## config.mk

```make
export PLATFORM = sky130hd
export DESIGN_NAME = if_id_elastic
export DESIGN_NICKNAME = d
export VERILOG_FILES = /design/src/rtl/pipe_pkg.sv /design/src/rtl/pipe_sat_counter.sv /design/src/rtl/if_id_elastic.sv
export SDC_FILE = /design/constraint.sdc
export NUM_CORES = 1
export LEC_CHECK = 0
export ABC_AREA = 1
export CAP_MARGIN = 20
export CORE_ASPECT_RATIO = 0.75
export CORE_MARGIN = 3
export CORE_UTILIZATION = 40
export CTS_BUF_LIST = sky130_fd_sc_hd__clkbuf_8
export CTS_CLUSTER_DIAMETER = 60
export DETAILED_ROUTE_END_ITERATION = 6
export GPL_ROUTABILITY_DRIVEN = 0
export MAX_ROUTING_LAYER = met4
export PLACE_DENSITY_LB_ADDON = 0.3
export SETUP_SLACK_MARGIN = 0.02
export SLEW_MARGIN = 20
export SYNTH_ARGS = -nofsm -noshare
export SYNTH_HDL_FRONTEND = slang
export SYNTH_SLANG_ARGS = --single-unit
```

## constraint.sdc

```tcl
create_clock -name i_clock -period 2.2 [get_ports i_clock]
set_input_delay 0.44 -clock i_clock [delete_from_list [all_inputs] [get_ports i_clock]]
set_output_delay 0.44 -clock i_clock [all_outputs]
set_load 0.01 [all_outputs]
```

## src/rtl/pipe_pkg.sv

```systemverilog
// Shared definitions for the elastic pipeline stage registers (IF/ID, ID/EX, EX/MEM).
// Holds the default bundle field widths, the NOP encoding and the occupancy codes.
package pipe_pkg;

    localparam int PC_SIZE_DEFAULT   = 32;
    localparam int INST_SIZE_DEFAULT = 32;
    localparam int LANES_DEFAULT     = 2;
    localparam int CNT_SIZE_DEFAULT  = 16;

    localparam logic [31:0] NOP_INSTR_DEFAULT = 32'h0000_0000;

    typedef logic [1:0] occ_t;

    localparam occ_t OCC_EMPTY = 2'd0;
    localparam occ_t OCC_ONE   = 2'd1;
    localparam occ_t OCC_FULL  = 2'd2;

    // True when the stage can still take a bundle without overwriting the skid entry.
    function automatic logic occ_has_room(input occ_t occ);
        return occ != OCC_FULL;
    endfunction

endpackage

```

## src/rtl/pipe_sat_counter.sv

```systemverilog
// Saturating up-counter shared by the elastic stage registers.
// Updates on the falling edge, like the pipeline registers it sits beside.
module pipe_sat_counter
    import pipe_pkg::*;
#(
    parameter int WIDTH = CNT_SIZE_DEFAULT
) (
    input  logic             clk,
    input  logic             reset,
    input  logic             en,
    input  logic             inc,
    output logic [WIDTH-1:0] count
);

    always_ff @(negedge clk) begin
        if (reset) begin
            count <= '0;
        end else if (en && inc && (count != {WIDTH{1'b1}})) begin
            count <= count + WIDTH'(1);
        end
    end

endmodule

```

## src/rtl/if_id_elastic.sv

```systemverilog
// IF/ID stage register with valid/ready handshake and a 2-entry skid buffer.
// o_ready comes from registered occupancy only, so decode back-pressure never reaches fetch combinationally.
module if_id_elastic
    import pipe_pkg::*;
#(
    parameter int                   PC_SIZE   = PC_SIZE_DEFAULT,
    parameter int                   INST_SIZE = INST_SIZE_DEFAULT,
    parameter int                   LANES     = LANES_DEFAULT,
    parameter logic [INST_SIZE-1:0] NOP_INSTR = INST_SIZE'(NOP_INSTR_DEFAULT),
    parameter int                   CNT_SIZE  = CNT_SIZE_DEFAULT
) (
    input  logic                       i_clock,
    input  logic                       i_reset,
    input  logic                       i_pipe_en,
    input  logic                       i_flush,
    input  logic                       i_valid,
    output logic                       o_ready,
    input  logic [LANES*INST_SIZE-1:0] i_instr,
    input  logic [LANES-1:0]           i_lane_valid,
    input  logic [PC_SIZE-1:0]         i_next_pc,
    output logic                       o_valid,
    input  logic                       i_ready,
    output logic [LANES*INST_SIZE-1:0] o_instr,
    output logic [LANES-1:0]           o_lane_valid,
    output logic [PC_SIZE-1:0]         o_next_pc,
    output logic [1:0]                 o_occupancy,
    output logic [CNT_SIZE-1:0]        o_bubble_cnt
);

    occ_t occ_reg;
    occ_t occ_next;

    logic [LANES*INST_SIZE-1:0] main_instr_reg;
    logic [LANES-1:0]           main_lv_reg;
    logic [PC_SIZE-1:0]         main_pc_reg;
    logic [LANES*INST_SIZE-1:0] skid_instr_reg;
    logic [LANES-1:0]           skid_lv_reg;
    logic [PC_SIZE-1:0]         skid_pc_reg;

    logic push;
    logic pop;
    logic active_flush;
    logic load_main_in;
    logic load_main_skid;
    logic load_skid;
    logic bubble_inc;

    assign push         = i_valid & o_ready;
    assign pop          = o_valid & i_ready & i_pipe_en;
    assign active_flush = i_pipe_en & i_flush;

    // Occupancy state register
    always_ff @(negedge i_clock) begin
        if (i_reset) begin
            occ_reg <= OCC_EMPTY;
        end else begin
            occ_reg <= occ_next;
        end
    end

    // Next occupancy and entry load strobes; flush beats push/pop, freeze beats everything.
    always_comb begin
        occ_next       = occ_reg;
        load_main_in   = 1'b0;
        load_main_skid = 1'b0;
        load_skid      = 1'b0;
        if (i_pipe_en) begin
            if (i_flush) begin
                occ_next = OCC_EMPTY;
            end else begin
                case (occ_reg)
                    OCC_EMPTY: begin
                        if (push) begin
                            occ_next     = OCC_ONE;
                            load_main_in = 1'b1;
                        end
                    end
                    OCC_ONE: begin
                        if (push && pop) begin
                            load_main_in = 1'b1;
                        end else if (push) begin
                            occ_next  = OCC_FULL;
                            load_skid = 1'b1;
                        end else if (pop) begin
                            occ_next = OCC_EMPTY;
                        end
                    end
                    OCC_FULL: begin
                        if (pop) begin
                            occ_next       = OCC_ONE;
                            load_main_skid = 1'b1;
                        end
                    end
                    default: begin
                        occ_next = OCC_EMPTY;
                    end
                endcase
            end
        end
    end

    // Output decode from registered state
    always_comb begin
        o_valid      = (occ_reg != OCC_EMPTY);
        o_ready      = i_pipe_en & occ_has_room(occ_reg);
        o_lane_valid = o_valid ? main_lv_reg : '0;
        o_next_pc    = main_pc_reg;
        o_occupancy  = occ_reg;
    end

    generate
        for (genvar gi = 0; gi < LANES; gi++) begin : g_lane_out
            assign o_instr[gi*INST_SIZE +: INST_SIZE] =
                o_lane_valid[gi] ? main_instr_reg[gi*INST_SIZE +: INST_SIZE] : NOP_INSTR;
        end
    endgenerate

    // A flushed push still hands its next-PC to decode so the redirect target is visible.
    always_ff @(negedge i_clock) begin
        if (i_reset) begin
            main_instr_reg <= {LANES{NOP_INSTR}};
            main_lv_reg    <= '0;
            main_pc_reg    <= '0;
            skid_instr_reg <= {LANES{NOP_INSTR}};
            skid_lv_reg    <= '0;
            skid_pc_reg    <= '0;
        end else begin
            if (load_main_in) begin
                main_instr_reg <= i_instr;
                main_lv_reg    <= i_lane_valid;
                main_pc_reg    <= i_next_pc;
            end else if (load_main_skid) begin
                main_instr_reg <= skid_instr_reg;
                main_lv_reg    <= skid_lv_reg;
                main_pc_reg    <= skid_pc_reg;
            end else if (active_flush) begin
                main_lv_reg <= '0;
                if (push) begin
                    main_pc_reg <= i_next_pc;
                end
            end
            if (load_skid) begin
                skid_instr_reg <= i_instr;
                skid_lv_reg    <= i_lane_valid;
                skid_pc_reg    <= i_next_pc;
            end
        end
    end

    assign bubble_inc = ~o_valid | i_flush;

    pipe_sat_counter #(
        .WIDTH (CNT_SIZE)
    ) u_bubble_cnt (
        .clk   (i_clock),
        .reset (i_reset),
        .en    (i_pipe_en),
        .inc   (bubble_inc),
        .count (o_bubble_cnt)
    );

endmodule
```

==> results.json <==
{
  "clk_path_buf_depth": 3,
  "portBuffers": 221,
  "yosysSeqAreaShare": 0.421,
  "synth_cells": 1538,
  "reg2reg_slack_ns": -0.26,
  "r2r_cells": 13,
  "r2r_start": "o_occupancy[1]",
  "rows": 49,
  "grt.overflow.total": 0,
  "crit_path_max_fanout": 8,
  "hold_path_end": "o_next_pc[22]",
  "ys_top_cells_by_area": "dfxtp_1, nor2_1, nand2_1",
  "hold_path.startpoint": "o_next_pc[22]",
  "whs_path_depth": 2,
  "rsz0062_at_grt": "true",
  "setup_slack_ns": -1.24,
  "cp-end-kind": "output port",
  "grt_antenna_before_repair": 10,
  "cp_slowest_stage_delay_ns": 0.38,
  "slew_headroom": 0.676,
  "ir_drop_uv": 513,
  "synth_top_area_share": 0.421,
  "die-area_um2": 27400,
  "final_core_utilization": 0.861,
  "worstPathRequired_ns": 1.76,
  "critPathSlowestCell": "dfxtp_2",
  "die_w_um": 190,
  "syn_to_final_growth_pct": 107,
  "finalSetupViolations": 316,
  "cp_common_cell": "nor2_4",
  "ant_nets": 0,
  "n_fill_cell": 1041,
  "drv_cap": 0,
  "p_per_area_nw_per_um2": 633,
  "p_leak_nw": 9.22,
  "clk-insertion-delay-late_ns": 0.62,
  "critPathBufInv": 4,
  "finalMaxSlewViolations": 0,
  "violations": "negative setup slack",
  "cts_tree": "yes",
  "pre_cts_ws_ns": -1.09,
  "ys.warnings.count": 0,
  "drtIter0Drc": 2495,
  "core-area_um2": 24500,
  "synth.distinct_cells": 24,
  "path_clk_slew_ns": 0.09,
  "holdBufCountCts": 0,
  "via_per_inst": 6.22,
  "multi_input_area_um2": 7420,
  "synth-edff-count": 0,
  "ys_async_sr_fraction": 0,
  "hold_viol_final": 0,
  "wl_mm": 65.8,
  "wl_per_cell_um": 26.1,
  "arrival_ns": 3.00,
  "vias": 15696,
  "syn_nets": 1643,
  "drc_errors": 0,
  "yosysMostFrequentCell": "nor2_1",
  "status": "finished with violations",
  "clock-sinks": 214,
  "synth_area_leader_cell": "dfxtp_1",
  "worst_pin_slew_ns": 0.481,
  "path_cells": "nor2_4, nor2_4, inv_8, buf_16, buf_12, nor2_4, buf_6",
  "min_path_type": "flop to flop",
  "grt_pass1_wl_mm": 68.1,
  "initial_core_util": 0.415,
  "syn_area_um2": 10200,
  "cp_top_family": "buffers and inverters",
  "skew_ns": 0.0717,
  "worstSetupPathType": "flop to output port",
  "seqCellArea_um2": 4350,
  "dp_hpwl_mm": 21.6,
  "drive_gt1_frac": 0.461,
  "r2r_end": "main_instr_reg[32]",
  "cts_buffers": 40,
  "grt_pass1_vias": 13678,
  "synth_top_cells_by_count": "nor2_1, nand2_1, dfxtp_1, inv_1, nand3_1",
  "cts_root_buf": "clkbuf_8",
  "grt.total_usage": 0.317,
  "synth_seq_cells": 214,
  "die_h_um": 144,
  "final_nets": 2260,
  "ctsHtreeMaxLevel": 2,
  "io-pin-count": 222,
  "start_kind": "flop",
  "avgSynthCellArea_um2": 6.62,
  "grt_start_max_net_pins": 55,
  "ys.flop_type": "dfxtp_1",
  "dr.pass1.iters": 7
}
==> cells by family (layout without fill, tap and decap cells) <==
logic type                 after synthesis  in the layout  synth area share
and+or+nand+nor                        735            736             0.313
buffers and inverters                  324            968             0.131
AOI/OAI and AO/OA                      257            257             0.128
DFF                                    214            214             0.421
xor gates and xnor gates                 7              7           0.00602
adders and majority gates                1              1           0.00123
other                                    0             11                 0
==> worst min-delay path: cells and delay by family, from the launching register on <==
family / cells / cell delay, ns
and+or+nand+nor: 2 / 0.10
DFF: 1 / 0.32
==> placed cells by master (no fill, tap or decap), drive strengths merged <==
cell / count
nand2: 231
bufinv: 5
nor2: 271
inv: 430
xnor2: 2
clkinvlp: 7
buf: 341
bufbuf: 5
xor2: 5
nand4: 90
o21a: 1
nand3: 143
clkbuf: 78
a21oi: 120
o21ai: 136
nand3b: 1
dlygate4sd2: 1
ha: 1
dfxtp: 214
clkdlybuf4s50: 98
clkinv: 3
diode: 11
==> how the worst max path moves through the flow <==
stage	from	to	depth (start not counted)
after global placement	i_flush	main_instr_reg[63]	8
after CTS	o_occupancy[0]	o_instr[35]	6
after global routing	main_lv_reg[0]	o_instr[29]	7
final	o_occupancy[1]	o_instr[42]	7
after floorplan	o_occupancy[1]	o_instr[10]	6
after detailed placement	i_flush	main_instr_reg[47]	8
==> cell type report <==
type,instances,area share
flip-flops and latches,214,0.206
diodes,11,0.00130
clock inverters,242,0.0501
inverters,203,0.0378
well taps,331,0.0196
clock buffers,42,0.0274
multi-input cells,1001,0.351
repair buffers,481,0.306
==> where the power goes <==
part	internal [W]	total [W]	switching, W
sequential	0.00404	0.00418	0.000133
combinational	0.00123	0.00264	0.00142
clock	0.00290	0.00655	0.00365
==> routing by layer <==
metal,global-route usage,routed length (um),up-vias
met1,0.364,22100,7094
li1,-,-,6234
met4,0.171,6510,0
met2,0.496,28300,1671
met5,-,0,-
met3,0.103,8900,697
==> what timing repair did <==
item | 4_1_cts | 5_1_grt
setup buffers | 63 | 39
resized for setup | 875 | 667
setup endpoints to repair | 332 | 329
pin swaps | 41 | 144
gates cloned | 33 | 42
==> per-stage QoR <==
stage	TNS (ns)	power (W)	hold slack [ns]	instance area (um2)	std cells
after floorplan	-83.57	0.00548	0.425	10800	1538
after global placement	-273.51	0.00611	0.432	13800	2078
after detailed placement	-281.11	0.00614	0.440	13800	2078
after CTS	-103.73	0.0118	0.445	17800	2454
after global routing	-126.61	0.0138	0.485	21100	2524
final	-126.13	0.0134	0.466	21100	2525
Power figures use the tool's default switching activity.
